$ cat src/rtl/spi_bus_arbiter.sv
// Two-master whole-transaction arbiter in front of the SPI controller handshake port.
// Define SPI_BUS_ARB_STICKY_EN to let an owner keep the grant across back-to-back transactions.
module spi_bus_arbiter #(
  parameter int HOLD_CYCLES = 4,
  parameter int MAX_BURST   = 64
) (
  input  logic        clk_i,
  input  logic        rst_i,
  input  logic        m0_rd_i,
  input  logic        m0_wr_i,
  input  logic [31:0] m0_addr_i,
  input  logic [31:0] m0_data_i,
  output logic        m0_ready_o,
  output logic [31:0] m0_data_o,
  input  logic        m1_rd_i,
  input  logic        m1_wr_i,
  input  logic [31:0] m1_addr_i,
  input  logic [31:0] m1_data_i,
  output logic        m1_ready_o,
  output logic [31:0] m1_data_o,
  output logic        bus_hs_rd_o,
  output logic        bus_hs_wr_o,
  output logic [31:0] bus_hs_addr_o,
  output logic [31:0] bus_hs_data_o,
  input  logic        bus_hs_ready_i,
  input  logic [31:0] bus_hs_data_i
);

  typedef enum logic [1:0] {
    IDLE = 2'd0,
    BUSY = 2'd1,
    HOLD = 2'd2
  } state_t;

  if (HOLD_CYCLES < 1 || HOLD_CYCLES > 15) begin : g_hold_range
    $error("spi_bus_arbiter: HOLD_CYCLES must be 1..15");
  end
  if (MAX_BURST < 1 || MAX_BURST > 255) begin : g_burst_range
    $error("spi_bus_arbiter: MAX_BURST must be 1..255");
  end

  state_t state;
  logic   owner;
  logic   last_owner;
  logic   m0_req;
  logic   m1_req;
  logic   owner_req;

`ifdef SPI_BUS_ARB_STICKY_EN
  logic [3:0] hold_cnt;
  logic [7:0] burst_cnt;
  logic [8:0] burst_next;

  assign burst_next = {1'b0, burst_cnt} + 9'd1;
`endif

  assign m0_req    = m0_rd_i | m0_wr_i;
  assign m1_req    = m1_rd_i | m1_wr_i;
  assign owner_req = owner ? m1_req : m0_req;

  // Only the owner sees the bus, and only while a transaction is in flight; wr beats rd.
  always_comb begin
    bus_hs_rd_o   = 1'b0;
    bus_hs_wr_o   = 1'b0;
    bus_hs_addr_o = '0;
    bus_hs_data_o = '0;
    m0_ready_o    = 1'b0;
    m0_data_o     = '0;
    m1_ready_o    = 1'b0;
    m1_data_o     = '0;
    if (state == BUSY) begin
      if (owner) begin
        bus_hs_wr_o   = m1_wr_i;
        bus_hs_rd_o   = m1_rd_i & ~m1_wr_i;
        bus_hs_addr_o = m1_addr_i;
        bus_hs_data_o = m1_data_i;
        m1_ready_o    = bus_hs_ready_i;
        m1_data_o     = bus_hs_data_i;
      end else begin
        bus_hs_wr_o   = m0_wr_i;
        bus_hs_rd_o   = m0_rd_i & ~m0_wr_i;
        bus_hs_addr_o = m0_addr_i;
        bus_hs_data_o = m0_data_i;
        m0_ready_o    = bus_hs_ready_i;
        m0_data_o     = bus_hs_data_i;
      end
    end
  end

  always_ff @(posedge clk_i or negedge rst_i) begin
    if (!rst_i) begin
      state      <= IDLE;
      owner      <= 1'b0;
      last_owner <= 1'b1;
`ifdef SPI_BUS_ARB_STICKY_EN
      hold_cnt   <= '0;
      burst_cnt  <= '0;
`endif
    end else begin
      case (state)
        IDLE: begin
          if (m0_req || m1_req) begin
            owner <= (m0_req && m1_req) ? ~last_owner : m1_req;
            state <= BUSY;
`ifdef SPI_BUS_ARB_STICKY_EN
            burst_cnt <= '0;
`endif
          end
        end
        BUSY: begin
          if (bus_hs_ready_i) begin
`ifdef SPI_BUS_ARB_STICKY_EN
            burst_cnt <= burst_next[7:0];
            if (burst_next < 9'(MAX_BURST)) begin
              state    <= HOLD;
              hold_cnt <= '0;
            end else begin
              state      <= IDLE;
              last_owner <= owner;
            end
`else
            state      <= IDLE;
            last_owner <= owner;
`endif
          end else if (!owner_req) begin
            // Owner abandoned its request mid-transaction: release without a ready.
            state      <= IDLE;
            last_owner <= owner;
          end
        end
        HOLD: begin
`ifdef SPI_BUS_ARB_STICKY_EN
          if (owner_req) begin
            state <= BUSY;
          end else begin
            hold_cnt <= hold_cnt + 4'd1;
            if (hold_cnt == 4'(HOLD_CYCLES - 1)) begin
              state      <= IDLE;
              last_owner <= owner;
            end
          end
`else
          state <= IDLE;
`endif
        end
        default: state <= IDLE;
      endcase
    end
  end

endmodule

$ cat config.mk
export PLATFORM = sky130hd
export DESIGN_NAME = spi_bus_arbiter
export DESIGN_NICKNAME = d
export VERILOG_FILES = /design/src/rtl/spi_bus_arbiter.sv
export SDC_FILE = /design/constraint.sdc
export NUM_CORES = 1
export LEC_CHECK = 0
export ABC_AREA = 1
export BUFFER_PORTS_ARGS = -buffer_cell sky130_fd_sc_hd__buf_2
export CORE_AREA = 5 5 114 116
export DETAILED_ROUTE_END_ITERATION = 10
export DIE_AREA = 0 0 119 121
export HOLD_SLACK_MARGIN = 0.1
export PLACE_DENSITY = 0.44
export SYNTH_ARGS = -nofsm -noshare
export SYNTH_HDL_FRONTEND = slang
export SYNTH_SLANG_ARGS = --single-unit
$ cat constraint.sdc
create_clock -name clk_i -period 2.43 [get_ports clk_i]
set_input_delay 0.1215 -clock clk_i [delete_from_list [all_inputs] [get_ports clk_i]]
set_output_delay 0.1215 -clock clk_i [all_outputs]
set_load 0.01 [all_outputs]
==> impl_metrics.env, run 1 <==
export IMPL_outcome="finished, final reports clean"
export IMPL_drt_vias_per_instance=4.18
export IMPL_max_freq_mhz=553
export IMPL_clk_latency_ns=0.22
export IMPL_grt_overflow_total=0
export IMPL_ioPinCount=299
export IMPL_cap_violations=0
export IMPL_synth_top_area_share=0.440
export IMPL_critPathArrivalTime_ns=1.69
export IMPL_syn_to_final_growth_pct=132
export IMPL_clkSinkCount=3
export IMPL_drc=0
export IMPL_critPathKind="flip-flop to output pin"
export IMPL_power_per_cell_area_nw_per_um2=981
export IMPL_period_share=0.744
export IMPL_ant_nets=0
export IMPL_hold_violations=0
export IMPL_leakage_nw=2.04
export IMPL_end_kind="output pin"
export IMPL_drt_wl_total_um=10200
export IMPL_fp_dieH_um=121
export IMPL_wire_per_inst_um=15.7
export IMPL_design_core_area_um2=11800
export IMPL_slew_viol_final=0
export IMPL_multi_input_area_um2=917
export IMPL_yosysWarningCount=0
export IMPL_fill_cells=1340
export IMPL_skew_ns=0.00135
export IMPL_fin_total_pwr_mw=2.90
export IMPL_place_gp_congestion=0.803
export IMPL_fin_crit_ns=1.81
export IMPL_place_inst=643
export IMPL_drt_iter0_drc=111
export IMPL_grt_setup_unrepaired="false"
export IMPL_slew_headroom=0.757
export IMPL_grt_pass1_wl_um=14200
export IMPL_finalSetupViolCount=0
export IMPL_syn_inst=214
export IMPL_dr_total_vias=2709
export IMPL_first_pass_iters=4
export IMPL_register_area_um2=76.3
export IMPL_synth_fp_nets=381
export IMPL_layout_drive_gt1_share=0.619
export IMPL_die_area_um2=14400
export IMPL_cts_resized_gates=0
export IMPL_setup_tns_ns=0
export IMPL_cp_required_ns=2.31
export IMPL_start_kind="flip-flop"
export IMPL_antenna_found_initial=6
export IMPL_place_hpwl_um=8960
export IMPL_syn_area_um2=1270
export IMPL_cts_tree="done"
export IMPL_grt_pass1_vias=2657
export IMPL_grt_total_usage=0.124
export IMPL_ir_drop_mv=0.450
export IMPL_grt_max_degree=67
export IMPL_chipWidth_um=119
export IMPL_yosysTopAreaCell="a22o_1"
export IMPL_cp_max_fo=53
export IMPL_initial_utilization=0.108
export IMPL_synth_cell_types=20
export IMPL_cts_max_level=1
export IMPL_cts_made_buffers=3
export IMPL_layout_cells_non_filler=648
export IMPL_nets=669
export IMPL_ys_seq_elements=3
export IMPL_hp_class="input pin to flip-flop"
export IMPL_clock_path_buffers=2
export IMPL_syn_avg_cell_area_um2=5.95
export IMPL_diodes=0
export IMPL_synthTopCellsByArea="a22o_1 44%, nor2_1 21%, inv_1 11%"
export IMPL_ys_seq_area_frac=0.0599
export IMPL_root_buffer="clkbuf_16"
export IMPL_port_buffers=298
export IMPL_tightest_slew_ns=0.364
export IMPL_clkTransAtPathRegs_ns=0.03
export IMPL_rows=40
export IMPL_post_cts_buffers=0
## worst max-delay path, cell delays in order (launching register included)
cell,delay [ns]
dfrtp_1,0.43
nand2_2,0.08
inv_2,0.25
buf_12,0.27
nand2_1,0.08
o21ai_0,0.12
buf_2,0.20
## where the power goes
group | switching, mW | leakage (nW) | internal (mW)
clock network | 0.0434 | 0.0382 | 0.216
registers | 0.0272 | 0.0336 | 0.0780
logic | 1.45 | 1.97 | 1.09
## per-stage QoR
stage                     instance area (um2)  worst slack (ns)  hold slack (ns)  utilization
final                                    2960             0.622            0.179        0.251
after global routing                     2960             0.453            0.214        0.251
after CTS                                2960             0.602            0.175        0.251
after detailed placement                 2870             0.836          -0.0776        0.243
after global placement                   2870             0.870          -0.0800        0.243
after floorplan                          1270              1.21           -0.174            -
## cells in the mapped netlist
library cell	n
a22o_1	64
buf_1	3
buf_2	8
buf_4	4
buf_6	4
clkbuf_4	1
dfrtp_1	2
dfstp_2	1
inv_1	37
inv_2	2
nand2_1	8
nand2_2	1
nand3_1	2
nand4_1	1
nor2_1	70
nor2_4	1
o21ai_0	2
o21ai_1	1
o21bai_1	1
o31ai_1	1
## sequential cells by signal (all words and copies together) (netlist names)
name and flops:
owner 1, state 1, last_owner 1
## routing by layer
layer,GRT usage,wire (um),up-vias
li1,-,-,1295
met1,0.141,3800,1194
met2,0.220,4900,198
met3,0.0569,1360,14
met4,0.0152,72,8
met5,0,57,-
## cell usage in the layout, fill, tap and decap left out, types with 2 or more instances in the layout
master and instances:
clkbuf_16 3, dfrtp_1 2, nor2_1 70, a22o_1 64
nand2_1 8, nand3_1 2, buf_4 2, o21ai_0 2
inv_1 37, inv_2 2, buf_2 298, buf_12 2
## layout make-up
| cell class | instances | share of cell area |
|---|---|---|
| inverter | 39 | 0.0495 |
| multi-input combinational | 152 | 0.310 |
| tap | 147 | 0.0622 |
| timing repair buffer | 303 | 0.526 |
| sequential | 3 | 0.0258 |
| clock buffer | 4 | 0.0266 |
## timing repair
action / in CTS / in global routing
setup endpoints to repair: 0 / 0
hold endpoints to repair: 3 / 0
hold buffers: 1 / 0
## kinds of logic after synthesis
kind of cell,Yosys count,share of synthesized area
buf+inv,59,0.220
flops,3,0.0599
compound gates,69,0.464
simple gates,83,0.256
## path summary, 6_finish.rpt
path	startpoint	endpoint	slack, ns	cells after the start
max reg2reg	owner	state[0]	1.00	6
min in group asynchronous	rst_i	state[0]	0.23	2
max in group asynchronous	rst_i	last_owner	2.00	2
min reg2reg	last_owner	last_owner	0.49	2
min	bus_hs_ready_i	last_owner	0.18	3
max	owner	bus_hs_wr_o	0.62	6
No activity file was read; power rests on OpenSTA's default activity.
==> run 2: changes to the inputs <==
ABC_AREA = 0   (was 1)
CORE_AREA = 5 5 112 114   (was 5 5 114 116)
DIE_AREA = 0 0 117 119   (was 0 0 119 121)
PLACE_DENSITY = 0.49   (was 0.44)
clock period = 1.7 ns   (was 2.43 ns; I/O delays follow)
==> run 2 against run 1 <==
  * Via count grew 1.6%
  * Design area rose by 15%
  * Setup slack lost 0.55 ns
==> impl_metrics.env, run 2 <==
export IMPL_fin_total_pwr_mw=4.33
export IMPL_synth_top_area_share=0.393
export IMPL_dr_total_vias=2751
export IMPL_synthFlopType="dfrtp_1"
export IMPL_place_hpwl_um=7510
export IMPL_switchingPower_mw=2.12
export IMPL_ir_drop_mv=0.522
export IMPL_power_frac_clock=0.085
export IMPL_slew_headroom=0.721
export IMPL_ys_seq_area_frac=0.0461
export IMPL_drt_iter0_drc=74
export IMPL_hold_violations=0
export IMPL_cp_startpoint="owner"
export IMPL_syn_to_final_growth_pct=105
export IMPL_grt_max_degree=43
export IMPL_root_buffer="clkbuf_16"
export IMPL_ioPinCount=299
export IMPL_power_per_cell_area_nw_per_um2=1270
export IMPL_port_buffers=298
export IMPL_fp_dieH_um=119
export IMPL_final_core_util=0.300
export IMPL_synth_cell_types=17
export IMPL_cts_tree="done"
export IMPL_synth_fp_nets=412
export IMPL_critPathKind="flip-flop to output pin"
export IMPL_ant_nets=0
export IMPL_wire_per_inst_um=12.9
export IMPL_grt_pass1_vias=2729
export IMPL_nets=702
export IMPL_first_pass_iters=4
export IMPL_cts_made_buffers=3
export IMPL_dpl_cell_area_um2=3290
export IMPL_synthTopCellsByArea="mux2i_1 39%, nor2_1 16%, and2_1 13%"
export IMPL_syn_avg_cell_area_um2=6.76
export IMPL_cp_max_fo=14
export IMPL_drc=0
export IMPL_antenna_found_initial=0
export IMPL_clkSinkCount=3
export IMPL_reg_top3="last_owner (1), owner (1), state (1)"
export IMPL_async_reset_ff_frac=1.00
export IMPL_yosysTopAreaCell="mux2i_1"
export IMPL_hp_start="bus_hs_ready_i"
export IMPL_skew_ns=0.00206
export IMPL_syn_inst=245
export IMPL_syn_area_um2=1660
export IMPL_layout_drive_gt1_share=0.596
export IMPL_drt_vias_per_instance=4.06
export IMPL_leakage_nw=2.29
export IMPL_fin_crit_ns=1.63
export IMPL_p_seq_frac=0.056
export IMPL_die_area_um2=13900
export IMPL_initial_utilization=0.146
export IMPL_chipWidth_um=117
export IMPL_tightest_slew_ns=0.419
export IMPL_rows=39
export IMPL_synth_edf_count=0
export IMPL_period_share=0.960
export IMPL_max_freq_mhz=613
export IMPL_clock_path_buffers=2
export IMPL_finalSetupViolCount=0
export IMPL_end_kind="output pin"
export IMPL_setup_tns_ns=0
export IMPL_synth_most_common_cell="nor2_1"
export IMPL_clkTransAtPathRegs_ns=0.03
export IMPL_combPwrFrac=0.858
export IMPL_cap_violations=0
export IMPL_cts_max_level=1
export IMPL_hp_class="input pin to flip-flop"
export IMPL_ys_seq_elements=3
export IMPL_yosysWarningCount=0
export IMPL_design_core_area_um2=11300
export IMPL_critPathArrivalTime_ns=1.55
export IMPL_grt_pass1_wl_um=12700
export IMPL_grt_setup_unrepaired="true"
export IMPL_whs_ns=0.166
export IMPL_ys_top_cells_by_count="70 x nor2_1, 65 x mux2i_1, 34 x and2_1, 34 x and3_1, 13 x clkbuf_1"
export IMPL_clk_latency_ns=0.22
export IMPL_final_common_cell="buf_2"
export IMPL_slew_viol_final=0
export IMPL_grt_total_usage=0.108
export IMPL_grt_overflow_total=0
export IMPL_cp_required_ns=1.62
export IMPL_drt_wl_total_um=8740
export IMPL_worst_r2r_setup_slack_ns=0.37
export IMPL_intPower_mw=2.22
export IMPL_outcome="finished, final reports clean"
export IMPL_stdcell_area_um2=3400
export IMPL_start_kind="flip-flop"
export IMPL_worstReg2RegStart="owner"
export IMPL_diodes=0
export IMPL_place_gp_congestion=0.732
export IMPL_switching_share=0.489
export IMPL_layout_common_cells="298 x buf_2, 70 x nor2_1, 65 x mux2i_1"
==> run 2: critical path, cell delays in order (launching register included) <==
cell and delay [ns]:
dfrtp_4 0.60, buf_12 0.20, o32a_1 0.29, nor2_1 0.09, buf_2 0.14
==> run 2: power by group through the flow <==
stage | Sequential (mW) | Combinational, mW | Clock, mW
global placement | 0.279 | 3.66 | 0
global route | 0.260 | 4.08 | 0.391
floorplan | 0.123 | 2.45 | 0
CTS | 0.291 | 3.67 | 0.379
finish | 0.244 | 3.72 | 0.369
detailed placement | 0.289 | 3.66 | 0
==> run 2: logic make-up (layout without fill, tap and decap cells) <==
logic type,after synthesis,after routing,synth area share
simple gates,144,144,0.439
mux,65,65,0.393
buf+inv,28,317,0.101
compound gates,5,5,0.0211
flops,3,3,0.0461
==> run 2: area by class of cell <==
cell class                      count  area (um2)
Multi-Input combinational cell    214        1410
Clock buffer                        4        78.8
Fill cell                        1254        7920
Tap cell                          143         179
Timing Repair Buffer              311        1640
Sequential cell                     3        80.1
Inverter                            2        7.51
==> run 2: final timing paths <==
check	depth (start not counted)	to
setup / recovery	4	bus_hs_rd_o
hold / removal	3	last_owner
setup reg to reg	4	state[0]
hold reg to reg	2	last_owner
max in group asynchronous	2	last_owner
min in group asynchronous	2	owner
==> run 2: what timing repair did <==
action,in CTS,in global routing
setup buffers,0,1
hold buffers,1,0
endpoints found under the hold margin,3,0
resized for setup,0,2
endpoints found under the setup margin,1,43
pin swaps,0,1
==> run 2: through the flow <==
| stage | worst slack (ns) | cells |
|---|---|---|
| final | 0.0677 | 677 |
| after global placement | 0.285 | 671 |
| after detailed placement | 0.242 | 671 |
| after floorplan | 0.511 | 245 |
| after global routing | -0.0192 | 677 |
| after CTS | -0.000254 | 676 |
==> run 2: metal layers <==
metal | wire, um | vias to the layer above | GRT usage
met5 | 0 | - | 0
met4 | 72 | 0 | 0.0208
met3 | 1070 | 6 | 0.0228
met2 | 4510 | 164 | 0.210
met1 | 3090 | 1181 | 0.118
li1 | - | 1400 | -
